[src/rtl/ld_st_bus_ctrl_if.sv]
// External memory bus between the load/store controller (master) and a memory
// responder (slave): four-phase req/ack handshake with registered request side.
interface ld_st_bus_ctrl_if #(
  parameter int n = 8,
  parameter int a = 8
) ();
  logic         mem_req;
  logic         mem_we;
  logic [a-1:0] mem_addr;
  logic [n-1:0] mem_wdata;
  logic [n-1:0] mem_rdata;
  logic         mem_ack;

  modport master (
    output mem_req,
    output mem_we,
    output mem_addr,
    output mem_wdata,
    input  mem_rdata,
    input  mem_ack
  );

  modport slave (
    input  mem_req,
    input  mem_we,
    input  mem_addr,
    input  mem_wdata,
    output mem_rdata,
    output mem_ack
  );
endinterface

[src/rtl/ld_st_bus_ctrl.sv]
// Load/store bus controller: runs one datapath load or store on the external
// memory bus via a four-phase req/ack handshake, bounded by an ack timeout.
module ld_st_bus_ctrl #(
  parameter int n   = 8,
  parameter int a   = 8,
  parameter int TMO = 15
) (
  input  logic             clk,
  input  logic             clr,
  input  logic             start,
  input  logic             ldStr,
  input  logic [a-1:0]     addr_in,
  input  logic [n-1:0]     wdata_in,
  output logic             busy,
  output logic             done,
  output logic             err,
  output logic [n-1:0]     rdata,
  ld_st_bus_ctrl_if.master mem
);

  typedef enum logic [1:0] {
    IDLE,
    REQ,
    RELEASE,
    DONE
  } state_t;

  // The counter holds the number of ack-less REQ edges seen so far; the edge
  // that would bring it to TMO is the timeout edge, so REQ lasts TMO cycles.
  localparam logic [7:0] TMO_LAST = 8'(TMO - 1);

  state_t       state, state_nx;
  logic [7:0]   cnt, cnt_nx;
  logic         err_nx, busy_nx, done_nx, req_nx, we_nx;
  logic [n-1:0] rdata_nx, wdata_nx;
  logic [a-1:0] addr_nx;
  logic         timeout;

  // Ack on the timeout edge takes priority, so timeout requires ack low.
  assign timeout = (cnt == TMO_LAST) && !mem.mem_ack;

  always_ff @(posedge clk or negedge clr) begin
    if (!clr) begin
      state <= IDLE;
    end else begin
      state <= state_nx;
    end
  end

  always_comb begin
    state_nx = state;
    case (state)
      IDLE:    if (start) state_nx = REQ;
      REQ:     if (mem.mem_ack || timeout) state_nx = RELEASE;
      RELEASE: if (!mem.mem_ack) state_nx = DONE;
      DONE:    state_nx = IDLE;
      default: state_nx = IDLE;
    endcase
  end

  always_comb begin
    cnt_nx   = cnt;
    err_nx   = err;
    rdata_nx = rdata;
    we_nx    = mem.mem_we;
    addr_nx  = mem.mem_addr;
    wdata_nx = mem.mem_wdata;
    case (state)
      IDLE: begin
        if (start) begin
          we_nx    = ldStr;
          addr_nx  = addr_in;
          wdata_nx = wdata_in;
          err_nx   = 1'b0;
          cnt_nx   = '0;
        end
      end
      REQ: begin
        if (mem.mem_ack) begin
          if (!mem.mem_we) rdata_nx = mem.mem_rdata;
        end else begin
          cnt_nx = cnt + 8'd1;
          if (cnt == TMO_LAST) err_nx = 1'b1;
        end
      end
      default: ;
    endcase
    busy_nx = (state_nx != IDLE);
    done_nx = (state_nx == DONE);
    req_nx  = (state_nx == REQ);
  end

  always_ff @(posedge clk or negedge clr) begin
    if (!clr) begin
      cnt           <= '0;
      busy          <= 1'b0;
      done          <= 1'b0;
      err           <= 1'b0;
      rdata         <= '0;
      mem.mem_req   <= 1'b0;
      mem.mem_we    <= 1'b0;
      mem.mem_addr  <= '0;
      mem.mem_wdata <= '0;
    end else begin
      cnt           <= cnt_nx;
      busy          <= busy_nx;
      done          <= done_nx;
      err           <= err_nx;
      rdata         <= rdata_nx;
      mem.mem_req   <= req_nx;
      mem.mem_we    <= we_nx;
      mem.mem_addr  <= addr_nx;
      mem.mem_wdata <= wdata_nx;
    end
  end

endmodule
[src/flat_wrapper.sv]
// flat-port wrapper written by rule: the top's interface ports become plain ports
module ld_st_bus_ctrl_flat 
#(
  parameter int n   = 8,
  parameter int a   = 8,
  parameter int TMO = 15
)
  (clk, clr, start, ldStr, addr_in, wdata_in, busy, done, err, rdata, mem_mem_req, mem_mem_we, mem_mem_addr, mem_mem_wdata, mem_mem_rdata, mem_mem_ack);
  ld_st_bus_ctrl_if #(.n(n), .a(a)) mem_i ();
  input  logic clk;
  input  logic clr;
  input  logic start;
  input  logic ldStr;
  input  logic [a-1:0] addr_in;
  input  logic [n-1:0] wdata_in;
  output logic busy;
  output logic done;
  output logic err;
  output logic [n-1:0] rdata;
  output wire logic [$bits(mem_i.mem_req)-1:0] mem_mem_req;
  output wire logic [$bits(mem_i.mem_we)-1:0] mem_mem_we;
  output wire logic [$bits(mem_i.mem_addr)-1:0] mem_mem_addr;
  output wire logic [$bits(mem_i.mem_wdata)-1:0] mem_mem_wdata;
  input wire logic [$bits(mem_i.mem_rdata)-1:0] mem_mem_rdata;
  input wire logic [$bits(mem_i.mem_ack)-1:0] mem_mem_ack;
  assign mem_mem_req = mem_i.mem_req;
  assign mem_mem_we = mem_i.mem_we;
  assign mem_mem_addr = mem_i.mem_addr;
  assign mem_mem_wdata = mem_i.mem_wdata;
  assign mem_i.mem_rdata = mem_mem_rdata;
  assign mem_i.mem_ack = mem_mem_ack;
  ld_st_bus_ctrl #(.n(n), .a(a), .TMO(TMO)) u_core (.clk(clk), .clr(clr), .start(start), .ldStr(ldStr), .addr_in(addr_in), .wdata_in(wdata_in), .busy(busy), .done(done), .err(err), .rdata(rdata), .mem(mem_i));
endmodule
[config.mk]
export PLATFORM = sky130hd
export DESIGN_NAME = ld_st_bus_ctrl_flat
export DESIGN_NICKNAME = d
export VERILOG_FILES = /design/src/rtl/ld_st_bus_ctrl_if.sv /design/src/rtl/ld_st_bus_ctrl.sv /design/src/flat_wrapper.sv
export SDC_FILE = /design/constraint.sdc
export NUM_CORES = 1
export LEC_CHECK = 0
export CELL_PAD_IN_SITES_DETAIL_PLACEMENT = 1
export CELL_PAD_IN_SITES_GLOBAL_PLACEMENT = 1
export CORE_UTILIZATION = 33
export DETAILED_ROUTE_END_ITERATION = 7
export PLACE_DENSITY_LB_ADDON = 0.1
export SETUP_SLACK_MARGIN = 0.3
export SLEW_MARGIN = 0
export SYNTH_ARGS = -nofsm -noshare
export SYNTH_HDL_FRONTEND = slang
export SYNTH_SLANG_ARGS = --single-unit
[constraint.sdc]
create_clock -name clk -period 2.3 [get_ports clk]
set_clock_uncertainty 0.1 [all_clocks]
set_input_delay 0.575 -clock clk [delete_from_list [all_inputs] [get_ports clk]]
set_output_delay 0.575 -clock clk [all_outputs]
set_load 0.03 [all_outputs]
* After elaboration in Yosys (flattened, before gate mapping) *
Cells that the tools add are included.

word-level totals
  register bits = 39
  latch bits = 0
  RAM bits = 0
  bits in read-only memories = 0
  memories = 0

operators by class
  add/subtract/negate cells = 1
  multiply operators = 0
  divide/modulo/power cells = 0
  $lt $le $gt $ge = 0
  equality and inequality tests = 9
  shift operators = 0
  muxes and demuxes = 11
  bitwise logic cells = 1
  reductions and logical operators = 10

operators by type and width
  operator             count
  $mux 8               2
  $pmux 8 s2           1
  $add 8x1->8 const B  1
  $eq 8x4->1 const B   1
  $pmux 2 s4           1
  $eq 2x2->1 const B   3
  $mux 2               3
  $reduce_and 3->1     2
  $eq 2x1->1 const B   2
  $ne 2x2->1 const B   2
  $reduce_and 4->1     1
  $reduce_bool 2->1    2
  $mux 1               3
  $logic_not 2->1      1
  $ne 2x1->1 const B   1
  $pmux 1 s2           1
  $reduce_and 2->1     1
  $logic_and 1x1->1    1
  $logic_not 1->1      1
  $logic_or 1x1->1     1
  $not 1->1            1

* Logic depth before layout (Yosys ltp) *
Gate-level depths: netlist of the first run.

  depth in word-level cells = 6
  depth in mapped cells = 7
  mapped depth without buffers = 5

* Worst setup path before layout of the first run *
Ideal clock, no wire load.

  kind = reg-to-reg
  start point = register u_core.state[1]
  end point = register u_core.rdata[0]
  arrival time = 1372 ps
  setup slack = 703 ps
  cell stages (with the launch flop) = 5
  buffers on the path = 1
  cell sequence = dfrtp_1 buf_6 nand2b_1 nor3b_4 mux2_2

between the ends
  word-level cells in the longest chain between the ends = 2

RTL lines
  what                               line                   text
  from (decl)                        ld_st_bus_ctrl.sv:32   state_t state, state_nx;
  from (signal assigned)             ld_st_bus_ctrl.sv:46   state <= state_nx;
  $eq 2x1->1                         ld_st_bus_ctrl.sv:68   case (state)
  $reduce_and 3->1 (no source line)  n/a
  to (signal assigned)               ld_st_bus_ctrl.sv:109  rdata <= rdata_nx;
  to (decl)                          ld_st_bus_ctrl.sv:17   output logic [n-1:0] rdata,

No other way between the ends.
A chain may end at the register's enable or synchronous reset.

* Worst setup path after layout of the first run *
  start point = register u_core.busy
  end point = output busy

RTL lines
  what                    line                   text
  from (decl)             ld_st_bus_ctrl.sv:14   output logic busy,
  from (signal assigned)  ld_st_bus_ctrl.sv:106  busy <= busy_nx;
  to (decl)               flat_wrapper.sv:16     output logic busy;

No word-level cell between the ends.

==> out/metrics.cfg, run 1 <==
[floorplan]
num_rows=25
die_area_mm2=0.00527
die_width_um=72.6
io_pins=58
start_util_pct=34.6
core_area_mm2=0.00475
die_height_um=72.6

[worst_setup_path]
cpPeakStageDelay_ns=0.66
cp_max_fo=1
cp-end-kind=output pin
crit_arrival_ns=1.28
crit_buf_inv=1
reg2regPathDepth=3
path_cells=clkdlybuf4s50_1
rrSetupSlack_ns=0.51
crit_path_top_delay_cell=clkdlybuf4s50_1
crit_family=buffers and inverters
rr_startpoint=u_core.state[1]
worst_r2r_endpoint=u_core.rdata[0]
worstPathRequired_ns=1.62
critPathLaunchType=flip-flop
path_class=flip-flop to output pin

[final_layout]
fillers=552
fin_cells=287
drive_above_1_share_pct=11.8
fin_nets=250
area_growth_syn_to_layout_pct=46.5
antenna_cells=0

[sta]
hold_viol_final=0
setup_tns_ns=0
tightest_slew_ns=0.489
drv_slew=0
fmax_mhz=511
fin_crit_ns=1.96
relSlewSlack_pct=67.4
period_share_pct=85.0
setup_viol=0
timing.hold.ws_ns=0.230
grt_setup_unrepaired=false

[placement]
gp_congestion=0.745
placed_cells=279
portBuffers=57
dp_hpwl_mm=2.87

[routing]
avgViaCountPerCell=4.54
num_vias=1303
dr.pass1.iters=4
drtAntennaViolNets=0
wirelength_mm=3.96
drc=0
wire_per_inst_um=13.8
drtIter0Drc=33

[hold_path]
hold_path.class=input pin to asynchronous set/reset pin

[pwr]
net-switching-power_mw=1.30
clockPowerShare_pct=18.9
combPwrFrac_pct=45.1
powerDensity_mw_per_mm2=1300
internal-power_mw=1.84
power_leakage_nw=1.23
switching_share_pct=41.4
seq_power_share_pct=36.0
peakVddDrop_mv=0.619

[global_route]
grt_usage_pct=16.7
antenna_found_initial=0
globalRoute.totalOverflow=0
grt_max_degree=40
grt_pass1_vias=1400
use_met1_pct=19.8
grt_pass1_wl_mm=6.61
grt_use_met3_pct=5.94
top_usage_layer=met2
grt_util_met2_pct=27.7

[yosys]
synthesis.nets=188
yosys_warnings=0
syn_area_per_cell_um2=10.5
syn-instance-count=157
syn-cell-area_mm2=0.00165
synth.distinct_cells=31
ys_seq_area_share_pct=59.3
ys_ff_latch=39

[cts]
numCtsBuffers=5
cts_sinks=39
clock_path_buffers=2
clk_pin_slew_ns=0.08
cts_tree=done
h-tree-depth=2
clock_latency_ns=0.29
post_cts_buffers=0
cts_root_buf=clkbuf_8

[run]
maxCapViolCount=0

[status]
outcome=complete, no violations

[worst max-delay path by stage]
stage                  endpoint                     from  slack [ns]  cells after the start
2_1_floorplan   u_core.rdata[0]          u_core.state[1]        0.70                      4
3_3_place_gp      u_core.cnt[6]              mem_mem_ack        0.11                      5
3_5_place_dp      u_core.cnt[6]              mem_mem_ack        0.06                      5
4_1_cts        mem_mem_wdata[0]  u_core.mem.mem_wdata[0]        0.30                      1
5_1_grt           u_core.cnt[3]              mem_mem_ack        0.31                      5
6_report                   busy              u_core.busy        0.34                      1
[synth_stat cells, drive strengths merged]
cell type	number	area, um^2
nor3	1	5.00
xor2	2	17.5
and3	1	6.26
a2111oi	1	27.5
a21oi	4	20.0
nor4	1	6.26
nand2b	4	35.0
a21o	1	7.51
dfrtp	39	976
nand4	3	18.8
nand3	2	10.0
or3	1	6.26
nor3b	2	26.3
ha	2	25.0
xnor2	2	17.5
buf	3	21.3
o21ai	5	25.0
or2	3	18.8
inv	2	7.51
nor2	8	30.0
mux2i	1	10.0
mux2	8	90.1
and2	2	12.5
nand2	56	210
clkbuf	2	7.51
a211oi	1	7.51
[cells by family after synthesis]
family,Yosys count,share of synthesized area [%]
AND/OR/NAND/NOR,84,23.4
flip-flops,39,59.3
multiplexers,9,6.08
buffers and inverters,7,2.21
XOR/XNOR,4,2.13
AO/OA/AOI/OAI,12,5.32
adder cells (fa/ha/maj),2,1.52
[layer usage]
layer / share of wire [%] / up-vias
li1: - / 631
met1: 41 / 633
met2: 52 / 33
met3: 5.9 / 6
met4: 1.5 / 0
met5: 0 / -
[cell usage in the layout (no fill, tap or decap), types with 2 or more instances in the layout]
cell              n
and2_1            2
nor2_1            8
nand2b_1          2
clkdlybuf4s50_1  29
nand2_1          56
a21oi_1           4
ha_1              2
nand4_1           3
clkbuf_8          6
nand3_1           2
dlygate4sd2_1    20
dfrtp_1          39
mux2_2            8
o21ai_0           5
buf_4             2
dlymetal6s2s_1    7
inv_1             2
xnor2_1           2
or2_2             2
xor2_1            2
[power groups by stage]
stage | Sequential, mW | Combinational, mW | Clock, mW
finish | 1.13 | 1.41 | 0.594
CTS | 1.14 | 1.45 | 0.612
floorplan | 1.58 | 0.451 | 0
detailed placement | 1.15 | 1.56 | 0
global route | 1.18 | 1.53 | 0.637
global placement | 1.14 | 1.53 | 0
[area by class of cell]
| type | count | area (um^2) | area share [%] |
|---|---|---|---|
| clock inverters | 2 | 35.0 | 1.45 |
| flip-flops and latches | 39 | 976 | 40.5 |
| clock buffers | 6 | 82.6 | 3.43 |
| inverters | 2 | 7.51 | 0.311 |
| well taps | 67 | 83.8 | 3.48 |
| multi-input cells | 111 | 633 | 26.3 |
| repair buffers | 60 | 593 | 24.6 |
[repair_timing]
| action | in CTS | in global routing |
|---|---|---|
| endpoints found under the setup margin | 20 | 7 |
| endpoints found under the hold margin | 0 | 0 |
| pin swaps | 0 | 0 |
| hold buffers | 0 | 0 |
| resized for setup | 20 | 7 |
[state kept, by name, indices dropped and copies added, names as in the netlist]
register              flops
u_core.err                1
u_core.busy               1
u_core.mem.mem_addr       8
u_core.rdata              8
u_core.mem.mem_we         1
u_core.done               1
u_core.mem.mem_wdata      8
u_core.state              2
u_core.mem.mem_req        1
u_core.cnt                8
[per-stage QoR]
stage / setup slack, ns / util (%) / total power [mW] / instance area [um^2]
final: 0.344 / 50.7 / 3.14 / 2410
after global routing: 0.306 / 50.7 / 3.34 / 2410
after CTS: 0.302 / 50.3 / 3.20 / 2390
after detailed placement: 0.0612 / 48.4 / 2.72 / 2300
after global placement: 0.115 / 48.4 / 2.67 / 2300
after floorplan: 0.703 / - / 2.03 / 1650
Note: power is estimated with default switching activity, not from simulation.
==> run 2, diff against run 1 <==
--- a/config.mk
+++ b/config.mk
@@ -5,11 +5,9 @@
 export SDC_FILE = /design/constraint.sdc
 export NUM_CORES = 1
 export LEC_CHECK = 0
-export CELL_PAD_IN_SITES_DETAIL_PLACEMENT = 1
-export CELL_PAD_IN_SITES_GLOBAL_PLACEMENT = 1
-export CORE_UTILIZATION = 33
+export CORE_UTILIZATION = 44
 export DETAILED_ROUTE_END_ITERATION = 7
-export PLACE_DENSITY_LB_ADDON = 0.1
+export PLACE_DENSITY = 0.78
 export SETUP_SLACK_MARGIN = 0.3
 export SLEW_MARGIN = 0
 export SYNTH_ARGS = -nofsm -noshare
==> run 2 against run 1 <==
Net effect: wire length is 7.3% lower; register-to-register slack hardly changed; count of clock-buffer cells in the layout stayed put; hold slack worse by 0.011 ns; critical path depth stayed put; sequential power hardly changed; core utilization is 17 points higher; maximum frequency is 0.48% higher; first-iteration DRC count grew to 2.8 times the previous value.
==> out/metrics.cfg, run 2 (same netlist as run 1, synthesis figures left out) <==
[global_route]
grt_max_degree=40  ; unchanged
antenna_found_initial=0  ; unchanged
globalRoute.totalOverflow=0  ; unchanged
grt_pass1_vias=1385  ; was 1400
grt_usage_pct=21.1  ; was 16.7%
grt_pass1_wl_mm=6.37  ; was 6.61 mm

[cts]
cts_tree=done  ; unchanged
clk_pin_slew_ns=0.07  ; was 0.08 ns
cts_root_buf=clkbuf_8  ; unchanged
ctsHoldBuffers=0  ; unchanged
numCtsBuffers=5  ; unchanged
clock_path_buffers=2  ; unchanged
clock_latency_ns=0.29  ; about the same
cts_sinks=39  ; unchanged
h-tree-depth=2  ; unchanged

[sta]
drv_slew=0  ; unchanged
hold_viol_final=0  ; unchanged
fmax_mhz=514  ; was 511 MHz
relSlewSlack_pct=67.8  ; was 67.4%
tightest_slew_ns=0.483  ; was 0.489 ns
fin_crit_ns=1.95  ; was 1.96 ns
period_share_pct=84.6  ; was 85.0%
setup_tns_ns=0  ; unchanged
grt_setup_unrepaired=false  ; unchanged
setup_viol=0  ; unchanged

[pwr]
power_leakage_nw=1.25  ; was 1.23 nW
powerDensity_mw_per_mm2=1270  ; was 1300 mW/mm^2
peakVddDrop_mv=0.692  ; was 0.619 mV

[final_layout]
fin_cells=265  ; was 287
area_growth_syn_to_layout_pct=43.0  ; was 46.5%
final_common_cell=nand2_1  ; unchanged
drive_above_1_share_pct=11.0  ; was 11.8%
fin_nets=251  ; was 250
layout_common_cells=nand2_1, dfrtp_1, clkdlybuf4s50_1  ; unchanged
antenna_cells=0  ; unchanged
fillers=288  ; was 552
utilization_pct=67.9  ; was 50.7%

[hold_path]
hold_path.class=input pin to asynchronous set/reset pin  ; unchanged

[routing]
dr.pass1.iters=4  ; unchanged
wire_per_inst_um=13.8  ; about the same
wirelength_mm=3.67  ; was 3.96 mm
wl_met1_mm=1.48  ; was 1.62 mm
wl_met3_um=229  ; was 234 um
num_vias=1308  ; was 1303
drtIter0Drc=94  ; was 33
drc=0  ; unchanged
top_layer=met4  ; unchanged
avgViaCountPerCell=4.94  ; was 4.54
dr_wl_met2_mm=1.87  ; was 2.04 mm
drtAntennaViolNets=0  ; unchanged

[placement]
portBuffers=57  ; unchanged
dp_hpwl_mm=2.70  ; was 2.87 mm
gp_congestion=0.841  ; was 0.745
placed_cells=259  ; was 279

[worst_setup_path]
worstPathRequired_ns=1.62  ; about the same
rr_startpoint=u_core.state[1]  ; unchanged
path_cells=clkdlybuf4s50_1  ; unchanged
cp_max_fo=1  ; unchanged
cpPeakStageDelay_ns=0.66  ; about the same
crit_family=buffers and inverters  ; unchanged
crit_buf_inv=1  ; unchanged
cp-end-kind=output pin  ; unchanged
rrSetupSlack_ns=0.52  ; was 0.51 ns
critPathLaunchType=flip-flop  ; unchanged
crit_path_top_delay_cell=clkdlybuf4s50_1  ; unchanged
worst_r2r_endpoint=u_core.rdata[7]  ; was u_core.rdata[0]
critPathLaunch=u_core.mem.mem_req  ; was u_core.busy
reg2regPathDepth=3  ; unchanged
crit_arrival_ns=1.27  ; was 1.28 ns
path_class=flip-flop to output pin  ; unchanged

[status]
outcome=complete, no violations  ; unchanged

[floorplan]
die_height_um=63.2  ; was 72.6 um
io_pins=58  ; unchanged
start_util_pct=47.4  ; was 34.6%
die_width_um=63.2  ; was 72.6 um
core_area_mm2=0.00347  ; was 0.00475 mm^2
num_rows=21  ; was 25
die_area_mm2=0.00399  ; was 0.00527 mm^2

[run]
maxCapViolCount=0  ; unchanged

-- run 2: changes by cell type in the layout (fill, tap and decap cells not counted) --
cell	delta
buf_12	-1
buf_4	+2
bufinv_16	-1
clkbuf_1	+1
clkbuf_8	-1
clkinv_2	-1
dlygate4sd2_1	-5
dlymetal6s2s_1	+5
-- run 2: worst register-to-register path, cell delays in order, from the launching register on --
cell      delay [ns]
dfrtp_1         0.51
nand2b_1        0.26
nor3b_4         0.40
mux2_2          0.39
-- run 2: area by class of cell --
class                      instances  area [um^2]  area share (%)
tap                               46         57.6            2.45
timing repair buffer              61          607            25.8
inverter                           2         7.51           0.319
multi-input combinational        111          633            26.9
clock buffer                       6         72.6            3.08
sequential                        39          976            41.5
-- run 2: per-stage QoR --
| step | hold WS (ns) | setup WS (ns) | area [um^2] | power [mW] |
|---|---|---|---|---|
| floorplan | 0.179 | 0.703 | 1650 | 2.03 |
| global placement | 0.357 | 0.126 | 2270 | 2.64 |
| detailed placement | 0.367 | 0.0945 | 2270 | 2.70 |
| CTS | 0.242 | 0.301 | 2320 | 3.04 |
| global route | 0.256 | 0.306 | 2350 | 3.18 |
| finish | 0.219 | 0.354 | 2350 | 2.99 |
-- run 2: layer usage --
metal  GRT usage [%]  vias up
met5               0        -
met4            9.88        0
met3            7.07        7
met2            35.5       43
met1            24.0      626
li1                -      632
-- run 2: repair_timing --
item / in CTS / in global routing
setup endpoints to repair: 15 / 12
setup buffers: 0 / 0
resized for setup: 15 / 12
-- run 2: worst max-delay path by stage --
stage / endpoint / cells after the start
6_report: mem_mem_req / 1
5_1_grt: u_core.cnt[7] / 5
4_1_cts: rdata[7] / 1
3_5_place_dp: u_core.cnt[6] / 5
3_3_place_gp: u_core.cnt[6] / 5
2_1_floorplan: u_core.rdata[0] / 4
-- run 2: where the power goes --
group          switching, mW  internal [mW]
clock network          0.217          0.202
registers              0.183          0.952
logic                  0.874          0.559
total                   1.27           1.71
